==> src/rtl/rng_arbiter_pkg.sv <==
// Shared constants, LFSR step function and FSM encoding for the rng_arbiter slice.
package rng_arbiter_pkg;

   localparam int unsigned LFSR_W = 12;
   localparam int unsigned OUT_W  = 8;
   localparam logic [LFSR_W-1:0] SEED = 12'h815;

   // Feedback taps of the 12-bit maximal-length polynomial.
   localparam int unsigned TAP_A = 11;
   localparam int unsigned TAP_B = 5;
   localparam int unsigned TAP_C = 3;
   localparam int unsigned TAP_D = 0;

   typedef enum logic {
      ST_SERVE  = 1'b0,
      ST_WARMUP = 1'b1
   } arb_state_e;

   function automatic logic [LFSR_W-1:0] lfsr_next(input logic [LFSR_W-1:0] s);
      return {s[LFSR_W-2:0], s[TAP_A] ^ s[TAP_B] ^ s[TAP_C] ^ s[TAP_D]};
   endfunction

endpackage

==> src/rtl/rng_lfsr_core.sv <==
// Shared LFSR register with load and step; a zero load value is replaced by SEED.
module rng_lfsr_core
   import rng_arbiter_pkg::*;
(
   input  logic              clk,
   input  logic              rst,
   input  logic              step,
   input  logic              load,
   input  logic [LFSR_W-1:0] load_value,
   output logic [LFSR_W-1:0] state
);

   // All-zero is the lock-up state, so it can never be loaded.
   always_ff @(posedge clk) begin
      if (rst) begin
         state <= SEED;
      end else if (load) begin
         state <= (load_value == '0) ? SEED : load_value;
      end else if (step) begin
         state <= lfsr_next(state);
      end
   end

endmodule

==> src/rtl/rng_arbiter.sv <==
// Round-robin distribution of one shared LFSR stream to NREQ p-bit comparators.
// Define RNG_ARB_FREERUN_EN to let the LFSR step every SERVE cycle, granted or not.
module rng_arbiter
   import rng_arbiter_pkg::*;
#(
   parameter  int unsigned NREQ   = 4,
   parameter  int unsigned WARMUP = 16,
   localparam int unsigned ID_W   = $clog2(NREQ),
   localparam int unsigned CNT_W  = $clog2(WARMUP + 1)
) (
   input  logic              clk,
   input  logic              rst,
   input  logic [NREQ-1:0]   req,
   output logic [NREQ-1:0]   gnt,
   output logic              rnd_valid,
   output logic [OUT_W-1:0]  rnd_data,
   output logic [ID_W-1:0]   rnd_id,
   input  logic              seed_load,
   input  logic [LFSR_W-1:0] seed_value,
   output logic              seed_busy
);

`ifdef RNG_ARB_FREERUN_EN
   localparam logic FREERUN = 1'b1;
`else
   localparam logic FREERUN = 1'b0;
`endif

   arb_state_e        state;
   logic [ID_W-1:0]   last_id;
   logic [CNT_W-1:0]  warm_cnt;
   logic [LFSR_W-1:0] lfsr;

   logic              any_req_c;
   logic [ID_W-1:0]   win_id_c;
   logic [ID_W-1:0]   scan_idx_c;
   logic              step_c;
   logic              lfsr_unused_c;

   assign lfsr_unused_c = ^lfsr[LFSR_W-OUT_W-1:0];

   // Round-robin scan from last_id+1; descending loop leaves the nearest hit.
   always_comb begin
      any_req_c  = |req;
      win_id_c   = '0;
      scan_idx_c = '0;
      for (int unsigned off = NREQ; off >= 1; off--) begin
         scan_idx_c = ID_W'((32'(last_id) + off) % NREQ);
         if (req[scan_idx_c]) begin
            win_id_c = scan_idx_c;
         end
      end
   end

   assign step_c = !seed_load &&
                   ((state == ST_WARMUP) || any_req_c || FREERUN);

   rng_lfsr_core u_lfsr (
      .clk        (clk),
      .rst        (rst),
      .step       (step_c),
      .load       (seed_load),
      .load_value (seed_value),
      .state      (lfsr)
   );

   // Arbitration FSM; a reseed strobe beats any request in the same cycle.
   always_ff @(posedge clk) begin
      if (rst) begin
         state     <= ST_SERVE;
         last_id   <= ID_W'(NREQ - 1);
         warm_cnt  <= '0;
         gnt       <= '0;
         rnd_valid <= 1'b0;
         rnd_data  <= '0;
         rnd_id    <= '0;
         seed_busy <= 1'b0;
      end else begin
         gnt       <= '0;
         rnd_valid <= 1'b0;
         if (seed_load) begin
            state     <= ST_WARMUP;
            warm_cnt  <= CNT_W'(WARMUP);
            seed_busy <= 1'b1;
         end else begin
            case (state)
               ST_SERVE: begin
                  if (any_req_c) begin
                     gnt       <= NREQ'(1) << win_id_c;
                     rnd_valid <= 1'b1;
                     rnd_id    <= win_id_c;
                     rnd_data  <= lfsr[LFSR_W-1 -: OUT_W];
                     last_id   <= win_id_c;
                  end
               end
               ST_WARMUP: begin
                  if (warm_cnt == CNT_W'(1)) begin
                     state     <= ST_SERVE;
                     warm_cnt  <= '0;
                     seed_busy <= 1'b0;
                  end else begin
                     warm_cnt <= warm_cnt - CNT_W'(1);
                  end
               end
               default: state <= ST_SERVE;
            endcase
         end
      end
   end

endmodule
==> config.mk <==
export PLATFORM = sky130hd
export DESIGN_NAME = rng_arbiter
export DESIGN_NICKNAME = d
export VERILOG_FILES = /design/src/rtl/rng_arbiter_pkg.sv /design/src/rtl/rng_lfsr_core.sv /design/src/rtl/rng_arbiter.sv
export SDC_FILE = /design/constraint.sdc
export NUM_CORES = 1
export LEC_CHECK = 0
export ABC_CLOCK_PERIOD_IN_PS = 5000
export CAP_MARGIN = 20
export CORE_UTILIZATION = 30
export DETAILED_ROUTE_END_ITERATION = 12
export GPL_ROUTABILITY_DRIVEN = 0
export PLACE_DENSITY = 0.63
export SLEW_MARGIN = 20
export SYNTH_ARGS = -nofsm -noshare
export SYNTH_HDL_FRONTEND = slang
export SYNTH_HIERARCHICAL = 1
export SYNTH_SLANG_ARGS = --single-unit
export TNS_END_PERCENT = 10
==> constraint.sdc <==
create_clock -name clk -period 5 [get_ports clk]
set_clock_uncertainty 0.1 [all_clocks]
set_input_delay 1 -clock clk [delete_from_list [all_inputs] [get_ports clk]]
set_output_delay 1 -clock clk [all_outputs]
set_load 0.02 [all_outputs]
==> run_results.csv <==
group,metric,value,unit
run_status,status,"finished clean",
die,die_w,75.1,um
die,initial_core_util,31.2,%
global_routing,antenna_found_initial,0,
synthesis,synth_common_cells,"nand2_1 (38), dfxtp_1 (36), a21oi_1 (22)",
clock_network,cts_tree,"built",
power,p_leak,0.792,nW
synthesis,synth_top_area_share,45.0,%
synthesis,synth_edf_count,0,
setup_path,cp_top_family,"simple AND/OR/NAND/NOR gates",
route,drt_iter0_markers,105,
synthesis,synthArstFlopShare,0,%
clock_network,post_cts_buffers,0,
setup_path,rr_worst_depth,5,
clock_network,root_buffer,"clkbuf_8",
synthesis,synth_seq_cells,36,
setup_path,critPathKind,"in2reg",
final_layout,area_growth,31.2,%
synthesis,ys_types,42,
synthesis,synth_warnings,6,
die,core_area,5140,um2
synthesis,syn_nets,205,
sta,worst_pin_slew,0.743,ns
setup_path,crit_top_cell,"nor2_1",
sta,hold_violations,0,
die,rows,26,
route,drt-total-wl,3.17,mm
setup_path,r2r_start,"warm_cnt[0]$_SDFFE_PP0P_",
min_path,hold_path_end,"rnd_data[5]$_SDFFE_PP0P_",
clock_network,cts_resized,0,
clock_network,clk_latency,0.28,ns
clock_network,cts_hold_buf,0,
route,route.detailed.drc,0,
die,io_pins,35,
synthesis,syn_area,1600,um2
route,postRouteAntennaNets,0,
route,via_count,1326,
placement,place_hpwl,2.31,mm
setup_path,slowest_delay,0.57,ns
sta,grt_setup_unrepaired,"no",
synthesis,synth_flop_cell,"dfxtp_1",
setup_path,r2r_end,"warm_cnt[2]$_SDFFE_PP0P_",
synthesis,syn_inst,184,
global_routing,grt_pass1_wl,5.71,mm
setup_path,crit_chain,"clkdlybuf4s50_1 > or4_4 > nor2_1 > nor2_1 > buf_4 > a2111o_1 > o211a_1",
global_routing,track_usage,13.5,%
die,die_area,5630,um2
sta,slew_violations,0,
synthesis,yosysTopAreaCell,"dfxtp_1",
clock_network,cts_buffers,5,
route,wl_per_cell,11.0,um
clock_network,cts_buffer_depth,2,
sta,fmax,353,MHz
final_layout,drive_above_1_share,7.76,%
final_layout,finalNonFillerCells,289,
route,dr.pass1.iters,4,
placement,place.port_buffers,34,
die,die_y,75.1,um
clock_network,clkTransAtPathRegs,0.07,ns
clock_network,h-tree-depth,2,
synthesis,synthTopCellsByArea,"dfxtp_1 (45%), nand2_1 (8.9%), a21oi_1 (6.9%)",
synthesis,syn_area_per_cell,8.70,um2
setup_path,critPathMaxFanout,13,
global_routing,grt_pass1_vias,1308,
setup_path,arrival,2.91,ns
global_routing,grt-ovfl-total,0,
sta,max-slew-margin-rel,49.7,%
sta,setup_viol,0,
min_path,hold_class,"reg2reg",
sta,finalCriticalPeriod,2.84,ns
synthesis,yosysSeqAreaShare,45.0,%
setup_path,endpoint_kind,"flop",
setup_path,slowest_stage,"or4_4",
final_layout,nFillCells,562,
power,ir_worst_vdd,0.145,mV
setup_path,crit_required,5.08,ns
global_routing,grt_max_degree,23,
clock_network,cts_num_sinks,36,
power,p_per_area,319,nW/um2
setup_path,r2r_setup_slack,3.25,ns
placement,dpl.cell_count,281,
final_layout,fin_nets,239,
min_path,hold_start,"rnd_data[5]$_SDFFE_PP0P_",
setup_path,start_kind,"input pin",
synthesis,yosysMostFrequentCell,"nand2_1",
route,avgViaCountPerCell,4.59,
flow_run,cap_violations,0,
final_layout,diodes,0,
sta,period_share,56.7,%
sta,setup_tns,0,ns
setup_path,crit_buf_inv,2,
min_path,hold_depth,2,
==> worst max path at each step <==
| stage | startpoint | end | slack (ns) | depth (start not counted) |
|---|---|---|---|---|
| floorplan | req[2] | u_lfsr/state[0]$_SDFFE_PP1P_ | 2.40 | 6 |
| global placement | req[3] | u_lfsr/state[0]$_SDFFE_PP1P_ | 1.89 | 7 |
| detailed placement | req[3] | u_lfsr/state[0]$_SDFFE_PP1P_ | 1.87 | 7 |
| CTS | req[3] | u_lfsr/state[0]$_SDFFE_PP1P_ | 2.17 | 7 |
| global route | req[3] | u_lfsr/state[0]$_SDFFE_PP1P_ | 2.06 | 7 |
| finish | req[3] | u_lfsr/state[0]$_SDFFE_PP1P_ | 2.16 | 7 |
==> stage by stage <==
step	total power [mW]	hold slack [ns]	util (%)	setup slack, ns	instance area [um2]
detailed placement	0.428	0.348	38.7	1.87	1990
finish	0.670	0.355	40.9	2.16	2100
global placement	0.427	0.342	38.7	1.89	1990
global route	0.709	0.382	40.9	2.06	2100
floorplan	0.389	0.338	-	2.40	1600
CTS	0.679	0.358	40.9	2.17	2100
==> logic make-up (layout without fill, tap and decap cells) <==
kind of cell / after synthesis / after routing / synth area share, %
xor gates and xnor gates: 1 / 1 / 1.48
AOI/OAI and AO/OA: 36 / 36 / 14.2
DFF: 36 / 36 / 45.0
adders and majority gates: 2 / 2 / 1.56
and+or+nand+nor: 83 / 83 / 25.0
muxes: 12 / 12 / 8.13
buffers and inverters: 14 / 49 / 4.61
==> cell usage in the layout (no fill, tap or decap), types with 2 or more instances in the layout <==
master / n
a21oi_1: 22
a2bb2oi_1: 3
a31oi_1: 2
buf_4: 2
clkbuf_8: 5
clkdlybuf4s50_1: 34
dfxtp_1: 36
ha_1: 2
inv_1: 4
mux2_1: 8
mux2i_1: 4
nand2_1: 38
nand2b_1: 5
nand3_1: 2
nor2_1: 15
nor3_1: 6
nor4_1: 3
or3_1: 2
==> flip-flops by register name (all words and copies together), names as in the netlist <==
name,flops
u_lfsr/state,12
rnd_data,8
warm_cnt,5
gnt,4
last_id,2
rnd_id,2
rnd_valid,1
seed_busy,1
state,1
==> power breakdown <==
| group | total [mW] | internal (mW) | switching (mW) | leakage (nW) |
|---|---|---|---|---|
| registers | 0.318 | 0.304 | 0.0132 | 0.296 |
| clock network | 0.249 | 0.147 | 0.101 | 0.0541 |
| logic | 0.103 | 0.0535 | 0.0499 | 0.442 |
==> tightest hold or removal path: cells and delay by family, from the launching register on <==
| kind | cells | cell delay (ns) |
|---|---|---|
| and+or+nand+nor | 1 | 0.05 |
| DFF | 1 | 0.31 |
| AOI/OAI and AO/OA | 1 | 0.05 |
==> routing by layer <==
layer	GRT usage, %	vias up	wire length [um]
met4	6.71	0	52
met3	4.28	4	168
met2	20.8	29	1380
li1	-	705	-
met5	0	-	0
met1	17.1	588	1570
==> final cells by class <==
type	count	area, um2	share of cell area (%)
Tap cell	70	87.6	4.17
Multi-Input combinational cell	134	807	38.4
Timing Repair Buffer	36	355	16.9
Clock inverter	3	42.5	2.03
Clock buffer	5	68.8	3.28
Inverter	5	18.8	0.893
Sequential cell	36	721	34.3
No activity file was read; power rests on OpenSTA's default activity.
